--- src/rtl/mem_stage_if.sv ---
// mem_stage_if: EX/MEM-side inputs and MEM/WB-side outputs of the memory stage.
interface mem_stage_if;
   logic        WB_en_in, MEM_R_en_in, MEM_W_en_in;
   logic [31:0] ALU_result_in, Val_Rm_in;
   logic [3:0]  Dest_in;
   logic        WB_en, MEM_R_en, ready;
   logic [31:0] ALU_result, Mem_read_value;
   logic [3:0]  Dest;
   modport master (
      output WB_en_in, MEM_R_en_in, MEM_W_en_in, ALU_result_in, Val_Rm_in, Dest_in,
      input  WB_en, MEM_R_en, ALU_result, Dest, Mem_read_value, ready
   );
   modport slave (
      input  WB_en_in, MEM_R_en_in, MEM_W_en_in, ALU_result_in, Val_Rm_in, Dest_in,
      output WB_en, MEM_R_en, ALU_result, Dest, Mem_read_value, ready
   );
endinterface

--- src/rtl/mem_stage.sv ---
// mem_stage: pipeline memory stage with a fixed-latency word memory and a stall handshake.
module mem_stage #(
   parameter int ADDR_BASE = 1024,
   parameter int DEPTH = 64,
   parameter int ACCESS_CYCLES = 4
) (
   input logic clk,
   input logic rst,
   mem_stage_if.slave bus
);
   localparam int AW = DEPTH > 1 ? $clog2(DEPTH) : 1;
   localparam int CW = ACCESS_CYCLES > 1 ? $clog2(ACCESS_CYCLES) : 1;
   typedef enum logic [1:0] {IDLE, BUSY, DONE} state_t;
   state_t state, nxt;
   logic [CW-1:0] cnt;
   logic [31:0] mem [DEPTH];
   logic [31:0] word, rdata, wdata;
   logic [AW-1:0] idx;
   logic op_w, in_rng, req, last;
   assign bus.WB_en = bus.WB_en_in;
   assign bus.MEM_R_en = bus.MEM_R_en_in;
   assign bus.ALU_result = bus.ALU_result_in;
   assign bus.Dest = bus.Dest_in;
   assign bus.Mem_read_value = rdata;
   assign req = bus.MEM_R_en_in | bus.MEM_W_en_in;
   // unsigned subtraction makes addresses below the base wrap to huge indices
   assign word = (bus.ALU_result_in - 32'(ADDR_BASE)) >> 2;
   assign last = state == BUSY && cnt == '0;
   always_comb begin
      nxt = state == IDLE ? (req ? BUSY : IDLE) : state == BUSY ? (cnt == '0 ? DONE : BUSY) : IDLE;
      bus.ready = state == IDLE ? !req : state == DONE;
   end
   always_ff @(posedge clk or posedge rst) begin
      if (rst) begin
         state <= IDLE;
         cnt <= '0;
         rdata <= '0;
         op_w <= 1'b0;
         in_rng <= 1'b0;
         idx <= '0;
         wdata <= '0;
      end else begin
         state <= nxt;
         if (state == IDLE && req) begin
            op_w <= bus.MEM_W_en_in;
            in_rng <= word < 32'(DEPTH);
            idx <= word[AW-1:0];
            wdata <= bus.Val_Rm_in;
            cnt <= CW'(ACCESS_CYCLES - 1);
         end else if (state == BUSY && cnt != '0) cnt <= cnt - CW'(1);
         if (last && !op_w) rdata <= in_rng ? mem[idx] : '0;
      end
   end
   always_ff @(posedge clk)
      if (!rst && last && op_w && in_rng) mem[idx] <= wdata;
endmodule

--- src/flat_wrapper.sv ---
// flat-port wrapper written by rule: the top's interface ports become plain ports
module mem_stage_flat 
#(
   parameter int ADDR_BASE = 1024,
   parameter int DEPTH = 64,
   parameter int ACCESS_CYCLES = 4
)
  (clk, rst, bus_WB_en_in, bus_MEM_R_en_in, bus_MEM_W_en_in, bus_ALU_result_in, bus_Val_Rm_in, bus_Dest_in, bus_WB_en, bus_MEM_R_en, bus_ALU_result, bus_Dest, bus_Mem_read_value, bus_ready);
  mem_stage_if bus_i ();
  input logic clk;
  input logic rst;
  input wire logic [$bits(bus_i.WB_en_in)-1:0] bus_WB_en_in;
  input wire logic [$bits(bus_i.MEM_R_en_in)-1:0] bus_MEM_R_en_in;
  input wire logic [$bits(bus_i.MEM_W_en_in)-1:0] bus_MEM_W_en_in;
  input wire logic [$bits(bus_i.ALU_result_in)-1:0] bus_ALU_result_in;
  input wire logic [$bits(bus_i.Val_Rm_in)-1:0] bus_Val_Rm_in;
  input wire logic [$bits(bus_i.Dest_in)-1:0] bus_Dest_in;
  output wire logic [$bits(bus_i.WB_en)-1:0] bus_WB_en;
  output wire logic [$bits(bus_i.MEM_R_en)-1:0] bus_MEM_R_en;
  output wire logic [$bits(bus_i.ALU_result)-1:0] bus_ALU_result;
  output wire logic [$bits(bus_i.Dest)-1:0] bus_Dest;
  output wire logic [$bits(bus_i.Mem_read_value)-1:0] bus_Mem_read_value;
  output wire logic [$bits(bus_i.ready)-1:0] bus_ready;
  assign bus_i.WB_en_in = bus_WB_en_in;
  assign bus_i.MEM_R_en_in = bus_MEM_R_en_in;
  assign bus_i.MEM_W_en_in = bus_MEM_W_en_in;
  assign bus_i.ALU_result_in = bus_ALU_result_in;
  assign bus_i.Val_Rm_in = bus_Val_Rm_in;
  assign bus_i.Dest_in = bus_Dest_in;
  assign bus_WB_en = bus_i.WB_en;
  assign bus_MEM_R_en = bus_i.MEM_R_en;
  assign bus_ALU_result = bus_i.ALU_result;
  assign bus_Dest = bus_i.Dest;
  assign bus_Mem_read_value = bus_i.Mem_read_value;
  assign bus_ready = bus_i.ready;
  mem_stage #(.ADDR_BASE(ADDR_BASE), .DEPTH(DEPTH), .ACCESS_CYCLES(ACCESS_CYCLES)) u_core (.clk(clk), .rst(rst), .bus(bus_i));
endmodule
--- config.mk ---
export PLATFORM = sky130hd
export DESIGN_NAME = mem_stage_flat
export DESIGN_NICKNAME = d
export VERILOG_FILES = /design/src/rtl/mem_stage_if.sv /design/src/rtl/mem_stage.sv /design/src/flat_wrapper.sv
export SDC_FILE = /design/constraint.sdc
export NUM_CORES = 2
export LEC_CHECK = 0
export BUFFER_PORTS_ARGS = -buffer_cell sky130_fd_sc_hd__buf_2
export CAP_MARGIN = 0
export CORE_UTILIZATION = 55
export DETAILED_ROUTE_END_ITERATION = 8
export PLACE_DENSITY = 0.77
export SLEW_MARGIN = 30
export SYNTH_ARGS = -nofsm -noshare
export SYNTH_HDL_FRONTEND = slang
export SYNTH_SLANG_ARGS = --single-unit
export TNS_END_PERCENT = 10
--- constraint.sdc ---
create_clock -name clk -period 10.4 [get_ports clk]
set_input_delay 0.52 -clock clk [delete_from_list [all_inputs] [get_ports clk]]
set_output_delay 0.52 -clock clk [all_outputs]
set_load 0.05 [all_outputs]
==> flow_summary.toml <==
[detailed_routing]
wl_mm = 230.0
num_vias = 48550
vias_per_cell = 7.087
drt-wirelength-per-cell_um = 33.57
firstDrtPassIters = 9
drt_iter0_markers = 8286
detail-route-antenna-nets = 0
drc_errors = 0

[worst_setup_path]
crit_fanout = 59
critical_path_class = "flop to flop"
cp.required_ps = 11110
critPathLaunchType = "flop"
endpoint_kind = "flop"
cp.arrival_ps = 6120

[global_route]
grt_max_degree = 132
grt_remaining_overflow = 0
grt_pass1_wl_mm = 325.5
grt.total_usage_pct = 30.74
grt_pass1_vias = 46770
antenna_found_initial = 8

[sta]
setup-violations-final = 0
period_share_pct = 52.10
finalClockSkew_ps = 38.79
fmax_mhz = 184.5
hold_viol = 0
rsz0062_at_grt = "false"
timing.final.ws_setup_ps = 4981
tightest_slew_ps = 1134
slew_headroom_pct = 24.21
fin_setup_tns_ps = 0
finalMaxSlewViolations = 0
period_minus_slack_ps = 5419

[clock_network]
cts_buffer_depth = 3
cts_buffers = 197
cts_sinks = 2124
clock_latency_ps = 850
root_buffer = "clkbuf_16"
cts_tree = "done"
clkTransAtPathRegs_ps = 60
post_cts_buffers = 0
htree_num_levels = 4

[cells_and_area]
syn_to_final_growth_pct = 12.12
ff_latch_area_sq_mm = 0.06346
fin_util_pct = 62.10
layout-drive-gt1-share_pct = 16.04
fill_cells = 9680
multi_input_area_sq_mm = 0.01589
fin_nets = 4844

[power]
power_density_mw_per_mm2 = 274.9
fin_total_pwr_w = 0.02485
peakVddDrop_mv = 0.3525
p_leak_nw = 28.44

[logic_synthesis]
synth_area_sq_mm = 0.08062
syn_nets = 4683
synth_area_leaders = "edfxtp_1 76%, a22oi_1 5.5%, mux2i_1 2.4%, dfrtp_1 2.4%, o22ai_1 2.1%"
netlist.area_leader.share_pct = 76.28
synth_edf_count = 2048
synth.distinct_cells = 63
syn_inst = 4609
yosys_warnings = 0
synth-main-ff-cell = "edfxtp_1"
avgSynthCellArea_sq_um = 17.49
synth_seq_cells = 2124
yosysSeqAreaShare_pct = 78.64
synth_top_cell_by_area = "edfxtp_1"
async_flop_share_pct = 3.578

[placed_design]
dp_hpwl_mm = 127.9
pre_cts_slack_ps = 5199
port-buffer-count = 129
gp_congestion = 0.8916

[floorplanning]
die_h_um = 384.9
coreArea_sq_mm = 0.1456
start_util_pct = 55.39
row_count = 140
dieArea_sq_mm = 0.1481
ios = 144
die_x_um = 384.9

[hold_path]
min_path_type = "primary input to flop"

[run]
drv_cap = 0

[run_status]
status = "complete, no violations"
## through the flow
stage | instances | instance area [sq um] | hold WS [ps]
global placement | 6437 | 83630 | 467.1
CTS | 6848 | 90350 | 200.8
detailed placement | 6443 | 83840 | 469.0
floorplan | 4609 | 80620 | 448.4
global route | 6849 | 90390 | 317.2
finish | 6850 | 90400 | 260.4
## registers in the layout (all words and copies together) (netlist names)
name                       cells
u_core.mem                  2048
u_core.bus.Mem_read_value     32
u_core.wdata                  32
u_core.idx                     6
u_core.cnt                     2
u_core.state                   2
u_core.in_rng                  1
u_core.op_w                    1
## synth_stat cells, types with 53 or more instances
library cell and n:
dfrtp_1 76, a21oi_1 86, edfxtp_1 2048, mux2i_1 192, nor4_1 62, a22oi_1 594
clkbuf_1 143, a221oi_1 92, o21ai_0 76, nor2_1 128, buf_4 53, buf_2 125
o22ai_1 267, nand2_1 167
## routing by layer
| layer | global-route usage, % | part of all wire, % | vias up |
|---|---|---|---|
| met4 | 15.20 | 5.5 | 12 |
| met3 | 9.809 | 15 | 776 |
| met2 | 45.80 | 45 | 4203 |
| met1 | 41.04 | 34 | 24130 |
| met5 | 0 | 0.030 | - |
| li1 | - | - | 19430 |
## cell type report
type | instances | area share [%]
clock buffers | 253 | 5.798
well taps | 1917 | 2.653
diodes | 1 | 0.002768
multi-input cells | 2096 | 17.58
repair buffers | 339 | 2.796
clock inverters | 108 | 0.9149
flip-flops and latches | 2124 | 70.21
inverters | 12 | 0.05260
## cells by family (layout without fill, tap and decap cells)
group	Yosys count	count (layout)	synth area share [%]
AOI/OAI and AO/OA	1362	1362	12.24
xor gates and xnor gates	1	1	0.01087
adders and majority gates	1	1	0.01552
buffers and inverters	389	712	2.475
DFF	2124	2124	78.64
muxes	261	261	3.850
other	0	1	0
and+or+nand+nor	471	471	2.773
## power breakdown
part	switching [W]	internal, W	total (W)
registers	0.000343	0.0107	0.0110
clock network	0.00312	0.00374	0.00686
logic	0.00507	0.00192	0.00700
total	0.00854	0.0163	0.0249
## worst paths after layout
check / end / slack (ps) / cells after the start / from
max in group asynchronous: u_core.bus.Mem_read_value[2]$_DFFE_PP0P_ / 8810 / 4 / rst
hold / removal: u_core.cnt[0]$_DFFE_PP0P_ / 260 / 4 / bus_MEM_R_en_in
hold reg to reg: u_core.wdata[18]$_DFFE_PP0P_ / 490 / 2 / u_core.wdata[18]$_DFFE_PP0P_
min in group asynchronous: u_core.wdata[31]$_DFFE_PP0P_ / 300 / 3 / rst
setup reg to reg: u_core.bus.Mem_read_value[6]$_DFFE_PP0P_ / 4980 / 10 / u_core.idx[0]$_DFFE_PP0P_
setup / recovery: u_core.bus.Mem_read_value[6]$_DFFE_PP0P_ / 4980 / 10 / u_core.idx[0]$_DFFE_PP0P_
## worst max-delay path: stages (launching register included)
cell and delay [ps]:
dfrtp_4 660, buf_4 640, buf_4 690, nor2b_4 110
buf_4 360, buf_4 430, a22oi_1 280, o22ai_1 170
nor4_1 860, nand4_1 460, a221o_1 450
## what timing repair did
item / 4_1_cts / 5_1_grt
resized for setup: 0 / 0
hold buffers: 44 / 0
hold endpoints to repair: 77 / 0
endpoints found under the setup margin: 0 / 0
## cells in the final DEF, fill, tap and decap left out, types with 10 or more instances in the layout
cell type and n:
buf_4 151, o211ai_1 27, o22ai_1 267, a211oi_1 25, mux4_2 36, nor4_2 14
nand2_1 164, nor4_1 48, a221o_1 28, dlygate4sd3_1 44, nor2_1 60, or4_1 13
mux2_2 33, a221oi_1 92, a22oi_1 594, a311o_1 12, clkinv_1 48, buf_2 129
inv_1 10, nand3_1 10, a21oi_1 86, nand4_1 18, mux2i_1 192, dfrtp_1 41
nor2_4 68, a22o_1 44, clkbuf_1 47, dfrtp_2 27, a31oi_1 47, clkbuf_16 198
a22oi_2 24, o221ai_1 20, nor3_1 20, clkinv_2 37, edfxtp_1 2048, o21ai_0 76
Power figures use the tool's default switching activity.
